`config.mk`:
```
export PLATFORM = sky130hd
export DESIGN_NAME = dot_product_engine
export DESIGN_NICKNAME = d
export VERILOG_FILES = /design/src/rtl/dot_product_engine.sv
export SDC_FILE = /design/constraint.sdc
export NUM_CORES = 1
export LEC_CHECK = 0
export ABC_CLOCK_PERIOD_IN_PS = 6800
export CAP_MARGIN = 10
export CORE_MARGIN = 2
export CORE_UTILIZATION = 60
export DETAILED_ROUTE_END_ITERATION = 7
export GPL_ROUTABILITY_DRIVEN = 0
export GPL_TIMING_DRIVEN = 0
export PLACE_DENSITY = 0.84
export SYNTH_ARGS = -nofsm -noshare
export SYNTH_HDL_FRONTEND = slang
export SYNTH_SLANG_ARGS = --single-unit
```
`constraint.sdc`:
```
create_clock -name clk -period 6.8 [get_ports clk]
set_input_delay 1.36 -clock clk [delete_from_list [all_inputs] [get_ports clk]]
set_output_delay 1.36 -clock clk [all_outputs]
set_load 0.02 [all_outputs]
```
`src/rtl/dot_product_engine.sv`:
```
// Streams packed operand words from two input SRAMs, sums the lane-wise products
// over a programmable number of words, and writes the result to the output SRAM.
`timescale 1ns/1ps
module dot_product_engine #(
  parameter int Data_Width = 8,
  parameter int Addr_Width = 4,
  parameter int Ram_Depth  = 1 << Addr_Width,
  parameter int Para_Deg   = 4,
  parameter int Acc_Width  = 2*Data_Width + Addr_Width + $clog2(Para_Deg)
) (
  input  logic                           clk,
  input  logic                           Rst_n,
  input  logic                           Start,
  input  logic [Addr_Width:0]            Length,
  input  logic [Addr_Width-1:0]          Out_Addr,
  output logic                           Busy,
  output logic                           Done,
  output logic                           In0_Chip_Select,
  output logic                           In1_Chip_Select,
  output logic                           In0_En_Read,
  output logic                           In1_En_Read,
  output logic [Addr_Width-1:0]          In0_Read_Addr,
  output logic [Addr_Width-1:0]          In1_Read_Addr,
  input  logic [Para_Deg*Data_Width-1:0] In0_Read_Data,
  input  logic [Para_Deg*Data_Width-1:0] In1_Read_Data,
  output logic                           Out_Chip_Select,
  output logic                           Out_En_Write,
  output logic [Addr_Width-1:0]          Out_Write_Addr,
  output logic [Para_Deg*Data_Width-1:0] Out_Write_Data
);

  localparam int Word_Width = Para_Deg * Data_Width;
  localparam int Len_Width  = Addr_Width + 1;

  typedef enum logic [2:0] {S_IDLE, S_READ, S_DRAIN, S_WRITE, S_DONE} state_t;

  state_t                  state_reg, state_next;
  logic [Len_Width-1:0]    len_reg, len_next;
  logic [Len_Width-1:0]    idx_reg, idx_next;
  logic [Addr_Width-1:0]   out_addr_reg, out_addr_next;
  logic [Acc_Width-1:0]    acc_reg, acc_next;
  logic                    valid_reg, valid_next;

  logic [2*Data_Width-1:0] lane_prod [Para_Deg];
  logic [Acc_Width-1:0]    word_sum;
  logic [Len_Width-1:0]    length_clamped;

  genvar gi;
  generate
    for (gi = 0; gi < Para_Deg; gi++) begin : g_lane
      assign lane_prod[gi] =
        {{Data_Width{1'b0}}, In0_Read_Data[gi*Data_Width +: Data_Width]} *
        {{Data_Width{1'b0}}, In1_Read_Data[gi*Data_Width +: Data_Width]};
    end
  endgenerate

  always_comb begin
    word_sum = '0;
    for (int k = 0; k < Para_Deg; k++) begin
      word_sum = word_sum + Acc_Width'(lane_prod[k]);
    end
  end

  assign length_clamped = (Length > Len_Width'(Ram_Depth)) ? Len_Width'(Ram_Depth) : Length;

  always_comb begin
    state_next      = state_reg;
    len_next        = len_reg;
    idx_next        = idx_reg;
    out_addr_next   = out_addr_reg;
    acc_next        = acc_reg;
    valid_next      = 1'b0;
    Busy            = (state_reg != S_IDLE);
    Done            = 1'b0;
    In0_Chip_Select = 1'b0;
    In1_Chip_Select = 1'b0;
    In0_En_Read     = 1'b0;
    In1_En_Read     = 1'b0;
    In0_Read_Addr   = '0;
    In1_Read_Addr   = '0;
    Out_Chip_Select = 1'b0;
    Out_En_Write    = 1'b0;
    Out_Write_Addr  = '0;
    Out_Write_Data  = '0;

    // Read data arrives one cycle after its address; fold it in that cycle.
    if (valid_reg) begin
      acc_next = acc_reg + word_sum;
    end

    case (state_reg)
      S_IDLE: begin
        if (Start) begin
          len_next      = length_clamped;
          out_addr_next = Out_Addr;
          acc_next      = '0;
          idx_next      = '0;
          state_next    = (length_clamped == '0) ? S_WRITE : S_READ;
        end
      end
      S_READ: begin
        In0_Chip_Select = 1'b1;
        In1_Chip_Select = 1'b1;
        In0_En_Read     = 1'b1;
        In1_En_Read     = 1'b1;
        In0_Read_Addr   = idx_reg[Addr_Width-1:0];
        In1_Read_Addr   = idx_reg[Addr_Width-1:0];
        valid_next      = 1'b1;
        idx_next        = idx_reg + Len_Width'(1);
        if (idx_reg == len_reg - Len_Width'(1)) begin
          state_next = S_DRAIN;
        end
      end
      S_DRAIN: begin
        state_next = S_WRITE;
      end
      S_WRITE: begin
        Out_Chip_Select = 1'b1;
        Out_En_Write    = 1'b1;
        Out_Write_Addr  = out_addr_reg;
        Out_Write_Data  = Word_Width'(acc_reg);
        state_next      = S_DONE;
      end
      S_DONE: begin
        Done       = 1'b1;
        state_next = S_IDLE;
      end
      default: begin
        state_next = S_IDLE;
      end
    endcase
  end

  always_ff @(posedge clk or negedge Rst_n) begin
    if (!Rst_n) begin
      state_reg    <= S_IDLE;
      len_reg      <= '0;
      idx_reg      <= '0;
      out_addr_reg <= '0;
      acc_reg      <= '0;
      valid_reg    <= 1'b0;
    end else begin
      state_reg    <= state_next;
      len_reg      <= len_next;
      idx_reg      <= idx_next;
      out_addr_reg <= out_addr_next;
      acc_reg      <= acc_next;
      valid_reg    <= valid_next;
    end
  end

endmodule

```
**Word level (Yosys, flattened, before mapping)**

Index checks and enable logic that the tools add are counted.

- Register bits: 40
- Bits of input ports: 76
- Output and inout bits: 52
- Logic and storage cells: 47

- $add $sub $neg: 6
- Multiply operators: 4
- Order comparisons: 1
- Eq/ne operators: 7
- Multiplexer cells: 16
- Reductions and logical operators: 7

Operator list:

| operator | count |
|---|---|
| $mux 22 | 4 |
| $mul 8x8->16 | 4 |
| $add 22x19->22 | 1 |
| $add 18x16->19 | 1 |
| $add 17x16->18 | 1 |
| $add 16x16->17 | 1 |
| $pmux 3 s4 | 1 |
| $mux 5 | 2 |
| $pmux 5 s2 | 1 |
| $mux 4 | 2 |
| $eq 3x2->1 const B | 2 |
| $mux 3 | 2 |
| $reduce_and 2->1 | 3 |
| $add 5x1->5 const B | 1 |
| $eq 5x5->1 | 1 |
| $gt 5x5->1 const B | 1 |
| $logic_not 5->1 | 1 |
| $sub 5x1->5 const B | 1 |
| $ne 2x2->1 const B | 2 |
| $eq 3x1->1 const B | 1 |
| $eq 3x3->1 const B | 1 |
| $logic_not 3->1 | 1 |
| $mux 1 | 3 |
| $reduce_bool 3->1 | 1 |
| other kinds (2) | 2 |

**Logic depth before layout (Yosys ltp)**

Gate-level depths: netlist of run 1.

- Depth in word-level cells: 8
- Gate-level depth with buffers: 25

**Worst setup path before layout of run 1**

OpenSTA, ideal clock, no wires.

- Kind: in2reg
- Start: in In1_Read_Data[0]
- End: reg acc_reg[19]
- Setup time: 0.126 ns
- Data arrival time: 7.325 ns
- Slack: -0.651 ns
- Cell stages on the path: 20
- Path buffers: 1
- Cell sequence: clkbuf_1 > nand2_1 > fa_1 > fa_1 > fa_1 > fa_1 > inv_1 > fa_1 > fa_1 > fa_1 > inv_1 > fa_1 > inv_1 > ha_1 > a21o_1 > a221oi_4 > o22ai_2 > o2111ai_2 > mux2i_1 > a311o_1

- Word-level cells in the longest chain between the ends: 8

RTL lines:

| item | RTL line | source |
|---|---|---|
| start, declared | 25 | `input logic [Para_Deg*Data_Width-1:0] In1_Read_Data,` |
| $mul 8x8->16 (*) | 52 | `{{Data_Width{1'b0}}, In0_Read_Data[gi*Data_Width +: Data_Width]} *` |
| $add 16x16->17 (*) | 60 | `word_sum = word_sum + Acc_Width'(lane_prod[k]);` |
| $add 17x16->18 (*) | 60 |  |
| $add 18x16->19 (*) | 60 |  |
| $add 22x19->22 (*) | 88 | `acc_next = acc_reg + word_sum;` |
| $mux 22 (*) | 87 | `if (valid_reg) begin` |
| $mux 22 | 93 | `if (Start) begin` |
| $mux 22 (*) | 91 | `case (state_reg)` |
| via acc_next[19] | 41 | `logic [Acc_Width-1:0] acc_reg, acc_next;` |
| end signal, assigned | 147 | `acc_reg <= acc_next;` |
| end, declared | 41 |  |

Mark *: on every way through the listed nets, which the timed path passes. The rest lies on a longest branch.
A chain may end at the register's enable or synchronous reset.

**Worst setup path in the final report of run 1**

- Start: in In1_Read_Data[20]
- End: reg acc_reg[21]

- Word-level cells in the longest chain between the ends: 7

RTL lines:

| item | RTL line |
|---|---|
| $mul 8x8->16 (*) | 52 |
| $add 17x16->18 (*) | 60 |
| $add 18x16->19 (*) | 60 |
| $add 22x19->22 (*) | 88 |
| $mux 22 (*) | 87 |
| $mux 22 | 93 |
| $mux 22 (*) | 91 |
| via acc_next[21] | 41 |

Marked as above.

==> results of run 1 <==
cell usage in the layout (no fill, tap or decap), types with 3 or more instances in the layout:
cell	n
nand2_2	12
or3_1	4
nor2_1	22
inv_2	13
a21oi_1	10
clkbuf_4	7
dfrtp_1	40
a21o_1	6
clkbuf_16	6
clkbuf_1	16
nor2_4	3
a21oi_2	3
buf_2	18
ha_1	116
buf_6	23
buf_4	46
nand4_1	4
inv_1	321
conb_1	10
clkdlybuf4s50_1	52
fa_2	9
xnor2_1	4
and2_1	151
o211ai_1	6
clkbuf_8	3
xnor2_2	3
ha_4	11
and2_4	17
nor3_1	15
and3_1	4
fa_1	233
mux2i_1	10
nand2_1	137
buf_8	4
o21ai_0	16
xor2_1	8
nand3_1	15
layer usage:
metal  routed length, um  up-vias
met2               15100      372
met1               10900     4649
met4                1130        0
met3                1740       97
li1                    -     4124
met5                   0        -
worst max path at each step:
stage,endpoint,slack [ns],depth (start not counted)
6_report,acc_reg[21],-0.54,22
5_1_grt,acc_reg[21],-0.67,22
4_1_cts,acc_reg[19],-0.51,21
3_5_place_dp,acc_reg[21],-1.55,20
3_3_place_gp,acc_reg[21],-1.47,20
2_1_floorplan,acc_reg[19],-0.34,20
cell type report:
| type | count | share of cell area, % |
|---|---|---|
| buffer | 42 | 2.11 |
| clock buffer | 5 | 0.891 |
| clock inverter | 3 | 0.169 |
| inverter | 335 | 8.95 |
| multi-input combinational | 885 | 69.8 |
| sequential | 40 | 7.13 |
| tap | 265 | 2.36 |
| timing repair buffer | 132 | 8.63 |
metrics by stage:
step                instances  worst slack, ns  hold slack (ns)  area (um2)
floorplan                1302           -0.340            0.437       12000
global placement         1678            -1.47            0.450       13400
detailed placement       1678            -1.55            0.459       13400
CTS                      1694           -0.511            0.473       13600
global route             1707           -0.667            0.497       14000
finish                   1707           -0.539            0.470       14000
repair_timing:
action | CTS | global route
buffers inserted | 8 | 14
hold buffers | 0 | 0
setup endpoints to repair | 18 | 16
pin swaps | 31 | 79
gates resized for setup | 335 | 133
cells by family after synthesis:
family / synth area share (%)
AOI/OAI and AO/OA: 4.74
DFF: 8.50
muxes: 0.850
buffers and inverters: 12.6
and+or+nand+nor: 17.3
adders and majority gates: 54.9
other: 0.0319
xor gates and xnor gates: 1.12
worst max-delay path, cell delays in order:
cell and delay, ns:
buf_12 0.11, and2_4 0.16, fa_1 0.52, inv_1 0.05
fa_1 0.50, inv_2 0.05, fa_1 0.55, fa_1 0.46
fa_1 0.57, fa_1 0.46, fa_1 0.52, inv_1 0.06
fa_1 0.49, inv_2 0.04, ha_4 0.28, a21o_1 0.20
a221oi_4 0.09, buf_6 0.14, o21ai_4 0.19, a311oi_2 0.16
or4_1 0.49, nand2_1 0.09
==> run_results.csv, run 1 <==
group,metric,value,unit
final_layout,antenna_cells,0,
sta,rsz0062_at_grt,"true",
sta,clock_skew,0.00804,ns
logic_synthesis,ys_seq_elements,40,
setup_path,crit_path_end_kind,"register",
clock_tree,clock-sinks,40,
setup_path,reg2reg_slack,0.34,ns
final_layout,ff_latch_area,0.00100,mm2
sta,worst_pin_slew,0.885,ns
sta,relSlewSlack,41.0,%
logic_synthesis,synth_area_leaders,"fa_1 41%, ha_1 14%, inv_1 11%, and2_1 8.9%, dfrtp_1 8.5%",
sta,max_freq,136,MHz
setup_path,cp.arrival,7.56,ns
global_route,antenna_found_initial,0,
global_route,grt_pass1_wl,46400,um
route,drtPass1Iterations,5,
final_layout,largest_reg_flops,22,
global_route,use_met3,2.68,%
clock_tree,cts_tree,"done",
hold_path,min_to,"out_addr_reg[2]",
route,remaining_drc_errors,0,
global_route,grt_usage,28.4,%
sta,final_hold_viol_count,0,
sta,fin_tns_setup,-5.18,ns
placed_design,place_hpwl,23400,um
sta,finalSetupViolations,14,
logic_synthesis,synth_top_cell_by_area,"fa_1",
logic_synthesis,synth_seq_area_share,8.50,%
clock_tree,cts_max_path_buffers,2,
setup_path,crit_path_start_kind,"input pin",
global_route,gr-total-overflow,0,
logic_synthesis,synth_top_area_share,41.2,%
logic_synthesis,async_flop_share,100,%
floorplanning,dieArea,0.0208,mm2
final_layout,fillerInstances,1349,
setup_path,criticalPathCategory,"in -> reg",
global_route,gr-usage-met1,37.2,%
global_route,grt_busiest_layer,"met2",
clock_tree,clk_pin_slew,0.06,ns
floorplanning,pin_count,128,
final_layout,fin_util,72.6,%
placed_design,portBuffers,111,
route,drt-initial-drc-count,779,
hold_path,hp-class,"reg -> reg",
final_layout,nNetsFinal,1888,
flow_run,drv_cap,0,
logic_synthesis,ys_top_cells_by_count,"334 x inv_1, 242 x fa_1, 168 x and2_1",
logic_synthesis,netlist_instances,1293,
sta,setup_slack,-0.539,ns
floorplanning,die_y,144,um
global_route,use_met2,50.9,%
clock_tree,htreeDepth,2,
floorplanning,start_util,60.9,%
logic_synthesis,synth_cell_types,54,
logic_synthesis,yosysMostFrequentCell,"inv_1",
setup_path,worst-endpoint-required,7.02,ns
logic_synthesis,yosysWarnings,0,
final_layout,drive_gt1_share,14.8,%
route,ant_nets,0,
clock_tree,cts_inserted_buffers,5,
setup_path,path_max_fanout,7,
global_route,grt_pass1_vias,9678,
sta,period_share,108,%
route,vias,9242,
floorplanning,coreArea,0.0193,mm2
logic_synthesis,syn_avg_cell_area,9.10,um2
sta,slew_viol_final,0,
global_route,grt_max_degree,41,
run_status,status,"complete, but fails checks",
final_layout,syn2layout_area_growth,19.3,%
logic_synthesis,synth_edf_count,0,
hold_path,holdPathStages,2,
setup_path,reg2reg_depth,20,
route,routedWlPerCell,16.9,um
final_layout,multi_input_area,0.00980,mm2
hold_path,hold_start,"out_addr_reg[2]",
logic_synthesis,ys.flop_type,"dfrtp_1",
route,postRouteWirelength,28900,um
setup_path,timing.critical_path.from,"In1_Read_Data[20]",
setup_path,rr_endpoint,"acc_reg[21]",
floorplanning,die_x,144,um
route,via_per_inst,5.41,
clock_tree,clk_latency,0.29,ns
logic_synthesis,syn_area,0.0118,mm2
setup_path,reg2reg_from,"acc_reg[5]",
floorplanning,fp-row-count,51,
clock_tree,cts_root_buf,"clkbuf_16",
sta,min_period,7.34,ns
run_status,violations,"setup timing",
Power of run 1 is not shown: default switching activity piles up to over one toggle a cycle in this logic, so the estimate is an artifact.
==> run 2, diff against run 1 <==
CORE_UTILIZATION = 45   (was 60)
CTS_CLUSTER_DIAMETER = 150   (was unset)
PLACE_DENSITY = 0.66   (was 0.84)
==> run_results.csv, run 2 (synthesized netlist as in run 1, its figures left out) <==
group,metric,value,unit
run_status,status,"complete, but fails checks",
run_status,violations,"setup timing",
clock_tree,cts_inserted_buffers,5,
setup_path,cp_cell_sequence,"clkdlybuf4s15_2 > and2_1 > fa_1 > fa_1 > fa_1 > fa_2 > fa_1 > fa_1 > fa_1 > inv_1 > fa_1 > inv_1 > ha_4 > nand4_1 > or2_2 > o22ai_4 > o2111ai_2 > mux2i_1 > a311o_1",
final_layout,nNetsFinal,1876,
sta,fin_tns_setup,-5.21,ns
flow_run,drv_cap,0,
clock_tree,clk_pin_slew,0.06,ns
route,ant_nets,0,
floorplanning,coreArea,0.0258,mm2
final_layout,largest_reg_flops,22,
setup_path,crit_path_end_kind,"register",
route,postRouteWirelength,27200,um
sta,setup_slack,-0.540,ns
final_layout,mostFrequentLayoutCells,"331 x inv_1, 238 x fa_1, 156 x and2_1",
final_layout,syn2layout_area_growth,17.0,%
global_route,gr-total-overflow,0,
sta,min_period,7.34,ns
floorplanning,start_util,45.6,%
hold_path,hp-class,"reg -> reg",
placed_design,portBuffers,111,
sta,clock_skew,0.00418,ns
final_layout,fillerInstances,2432,
clock_tree,cts_max_path_buffers,2,
setup_path,worst-endpoint-required,6.96,ns
sta,rsz0062_at_grt,"true",
global_route,grt_pass1_wl,47600,um
clock_tree,htreeDepth,2,
floorplanning,fp-row-count,59,
placed_design,pre_cts_slack,-1.52,ns
global_route,antenna_found_initial,0,
floorplanning,pin_count,128,
sta,period_share,108,%
sta,final_hold_viol_count,0,
floorplanning,dieArea,0.0275,mm2
setup_path,path_max_fanout,8,
setup_path,criticalPathCategory,"in -> reg",
sta,worst_pin_slew,0.641,ns
sta,slew_viol_final,0,
setup_path,crit_path_frequent_cell,"fa_1",
final_layout,antenna_cells,0,
final_layout,ff_latch_area,0.00100,mm2
global_route,grt_pass1_vias,9522,
clock_tree,cts_root_buf,"clkbuf_16",
floorplanning,die_x,166,um
route,routedWlPerCell,15.4,um
route,via_per_inst,4.86,
sta,finalSetupViolations,14,
final_layout,multi_input_area,0.00963,mm2
floorplanning,die_y,166,um
global_route,grt_max_degree,38,
setup_path,reg2reg_slack,0.39,ns
clock_tree,clock-sinks,40,
route,drt-initial-drc-count,274,
route,remaining_drc_errors,0,
clock_tree,clk_latency,0.28,ns
route,drtPass1Iterations,4,
sta,relSlewSlack,57.2,%
clock_tree,cts_hold_buf,0,
final_layout,layout_commonest_cell,"inv_1",
final_layout,drive_gt1_share,11.5,%
setup_path,slowest_stage,"fa_1",
sta,whs,0.466,ns
route,vias,8572,
setup_path,max_stage_delay,0.60,ns
setup_path,cp.arrival,7.50,ns
setup_path,crit_path_start_kind,"input pin",
sta,max_freq,136,MHz
placed_design,place_hpwl,24600,um
global_route,grt_usage,21.0,%
clock_tree,cts_tree,"done",
==> run 2: final timing paths <==
check | from | cells after the start | to
min reg2reg | out_addr_reg[0] | 2 | out_addr_reg[0]
max | In0_Read_Data[15] | 19 | acc_reg[19]
min | out_addr_reg[0] | 2 | out_addr_reg[0]
min in group asynchronous | Rst_n | 1 | acc_reg[17]
max reg2reg | acc_reg[7] | 19 | acc_reg[19]
max in group asynchronous | Rst_n | 2 | acc_reg[12]
==> run 2: critical path, delay by kind of cell <==
| kind | cells | cell delay [ns] |
|---|---|---|
| AO/OA/AOI/OAI | 3 | 0.63 |
| adder cells (fa/ha/maj) | 9 | 4.33 |
| buffers and inverters | 3 | 0.37 |
| multiplexers | 1 | 0.15 |
| AND/OR/NAND/NOR | 3 | 0.65 |
==> run 2: layout make-up <==
class	count	share of cell area, %
clock inverter	3	0.136
clock buffer	5	0.909
tap	335	3.04
buffer	42	2.12
timing repair buffer	120	7.50
multi-input combinational	885	69.9
inverter	335	9.13
sequential	40	7.27
==> run 2: metrics by stage <==
stage                     std cells  utilization [%]  area [um2]
final                          1765             53.3       13800
after global routing           1765             53.3       13800
after CTS                      1764             52.8       13600
after detailed placement       1749             52.5       13600
after global placement         1748             52.4       13500
after floorplan                1302                -       12000
==> run 2: what timing repair did <==
action	CTS	global route
gates resized for setup	322	35
pin swaps	31	26
endpoints found under the setup margin	18	16
gates cloned	0	0
buffers inserted	7	2
==> run 2: layer usage <==
metal | part of all wire, % | up-vias | track usage [%] | wire (um)
met3 | 3.2 | 20 | 2.10 | 860
met4 | 0.97 | 0 | 2.46 | 263
met2 | 51 | 152 | 37.9 | 13900
met5 | 0 | - | 0 | 0
li1 | - | 4104 | - | -
met1 | 45 | 4296 | 28.3 | 12200
Power of run 2 is left out for the same reason.
==> run 3, diff against run 2 <==
ABC_AREA = 1   (was unset)
==> run_results.csv, run 3 <==
group,metric,value,unit
logic_synthesis,netlist_instances,1637,
logic_synthesis,async_flop_share,100,%
clock_tree,clock-sinks,40,
global_route,grt_busiest_layer,"met2",
sta,finalSetupViolations,6,
sta,min_period,6.86,ns
flow_run,drv_cap,0,
sta,period_share,101,%
floorplanning,die_x,170,um
final_layout,mostFrequentLayoutCells,"547 x inv_1, 324 x nand2_1, 225 x fa_1",
sta,max_freq,146,MHz
route,drtPass1Iterations,5,
clock_tree,cts_root_buf,"clkbuf_16",
run_status,status,"complete, but fails checks",
route,ant_nets,0,
logic_synthesis,ys.flop_type,"dfrtp_1",
hold_path,hp-class,"reg -> reg",
clock_tree,cts_max_path_buffers,2,
logic_synthesis,synth_edf_count,0,
setup_path,worst-endpoint-required,6.98,ns
floorplanning,die_y,170,um
global_route,grt_pass1_vias,10178,
clock_tree,htreeDepth,2,
route,drt-initial-drc-count,481,
floorplanning,dieArea,0.0290,mm2
clock_tree,cts_tree,"done",
final_layout,nNetsFinal,2160,
sta,rsz0062_at_grt,"true",
logic_synthesis,synth_seq_area_share,8.05,%
logic_synthesis,yosysWarnings,0,
floorplanning,coreArea,0.0270,mm2
floorplanning,fp-row-count,60,
global_route,grt_max_degree,36,
hold_path,min_to,"state_reg[2]",
global_route,gr-total-overflow,0,
sta,clock_skew,0.00754,ns
logic_synthesis,syn_area,0.0124,mm2
floorplanning,pin_count,128,
final_layout,largest_reg_flops,22,
final_layout,drive_gt1_share,15.0,%
placed_design,pre_cts_slack,-0.665,ns
logic_synthesis,synth_top_area_share,39.0,%
clock_tree,cts_inserted_buffers,5,
setup_path,cp.arrival,7.03,ns
setup_path,reg2reg_from,"acc_reg[6]",
setup_path,reg2reg_slack,0.81,ns
setup_path,path_max_fanout,8,
sta,slew_viol_final,0,
logic_synthesis,synth_cell_types,33,
logic_synthesis,yosysMostFrequentCell,"inv_1",
sta,relSlewSlack,58.5,%
setup_path,crit_path_end_kind,"register",
logic_synthesis,syn_avg_cell_area,7.59,um2
logic_synthesis,synth_top_cell_by_area,"fa_1",
final_layout,syn2layout_area_growth,18.0,%
placed_design,portBuffers,53,
sta,worst_pin_slew,0.622,ns
route,vias,9582,
hold_path,hold_start,"state_reg[2]",
logic_synthesis,ys_top_cells_by_count,"570 x inv_1, 375 x nand2_1, 242 x fa_1",
global_route,use_met2,37.7,%
route,via_per_inst,4.66,
global_route,grt_pass1_wl,48000,um
setup_path,criticalPathCategory,"in -> reg",
route,postRouteWirelength,28600,um
hold_path,holdPathStages,1,
route,routedWlPerCell,13.9,um
setup_path,reg2reg_depth,23,
placed_design,place_hpwl,25300,um
run_status,violations,"setup timing",
final_layout,antenna_cells,0,
sta,whs,0.491,ns
logic_synthesis,ys_seq_elements,40,
clock_tree,clk_pin_slew,0.07,ns
sta,setup_slack,-0.0562,ns
route,remaining_drc_errors,0,
global_route,use_met3,2.02,%
floorplanning,start_util,46.0,%
setup_path,crit_path_start_kind,"input pin",
global_route,grt_usage,20.5,%
clock_tree,clk_latency,0.29,ns
setup_path,rr_endpoint,"acc_reg[20]",
final_layout,layout_commonest_cell,"inv_1",
global_route,antenna_found_initial,0,
logic_synthesis,synth_area_leaders,"fa_1 39%, inv_1 17%, ha_1 13%, nand2_1 11%, dfrtp_1 8.1%",
global_route,gr-usage-met1,25.9,%
sta,final_hold_viol_count,0,
[run 3: worst max-delay path, stage by stage]
cell      delay, ns
clkbuf_8       0.14
nand2_1        0.07
inv_1          0.05
fa_1           0.54
inv_1          0.05
fa_1           0.47
inv_1          0.05
fa_1           0.52
fa_1           0.45
fa_1           0.54
fa_1           0.44
fa_1           0.57
inv_2          0.05
fa_1           0.54
inv_2          0.05
ha_4           0.31
nand2_4        0.09
nor2_2         0.15
nand3_1        0.10
nand3_2        0.13
nand2_1        0.07
nand2_2        0.09
nand3_1        0.07
nand2_1        0.07
nor2_1         0.04
[run 3: worst max path at each step]
stage	slack [ns]	end	startpoint
final	-0.06	acc_reg[20]	In0_Read_Data[21]
after global routing	-0.26	acc_reg[20]	In1_Read_Data[7]
after CTS	-0.05	acc_reg[21]	In0_Read_Data[11]
after detailed placement	-0.67	acc_reg[17]	In0_Read_Data[16]
after global placement	-0.66	acc_reg[17]	In0_Read_Data[16]
after floorplan	0.002	acc_reg[18]	In0_Read_Data[25]
[run 3: what timing repair did]
| item | 4_1_cts | 5_1_grt |
|---|---|---|
| endpoints found under the setup margin | 16 | 16 |
| hold endpoints to repair | 0 | 0 |
| gates resized for setup | 148 | 199 |
| setup buffers | 3 | 3 |
| hold buffers | 0 | 0 |
| pin swaps | 33 | 65 |
[run 3: cell type report]
type,count,area (um2)
plain buffers,91,916
fillers,2506,12400
flip-flops and latches,40,1000
clock buffers,5,125
inverters,575,2160
clock inverters,3,46.3
repair buffers,60,602
well taps,341,427
multi-input cells,940,9390
[run 3: through the flow]
step	TNS, ns	cell area [um2]	instances	util, %
after global routing	-2.31	14700	2055	54.3
after CTS	-0.133	14200	2052	52.5
after detailed placement	-9.09	13500	2041	49.9
after floorplan	0	12500	1646	-
after global placement	-9.00	13500	2040	49.8
final	-0.158	14700	2055	54.3
[run 3: kinds of logic (layout without fill, tap and decap cells)]
family	after synthesis	count (layout)	share of synthesized area (%)
AOI/OAI and AO/OA	63	63	3.08
xor gates and xnor gates	5	5	0.352
adders and majority gates	371	371	52.0
buffers and inverters	666	734	20.9
DFF	40	40	8.05
other	1	10	0.0302
and+or+nand+nor	491	491	15.6
[run 3: per-layer routing]
metal	part of all wire, %	wire (um)
met5	0	0
met4	2.2	617
met3	3.3	945
met2	51	14700
met1	43	12300
Power of run 3 is left out for the same reason.
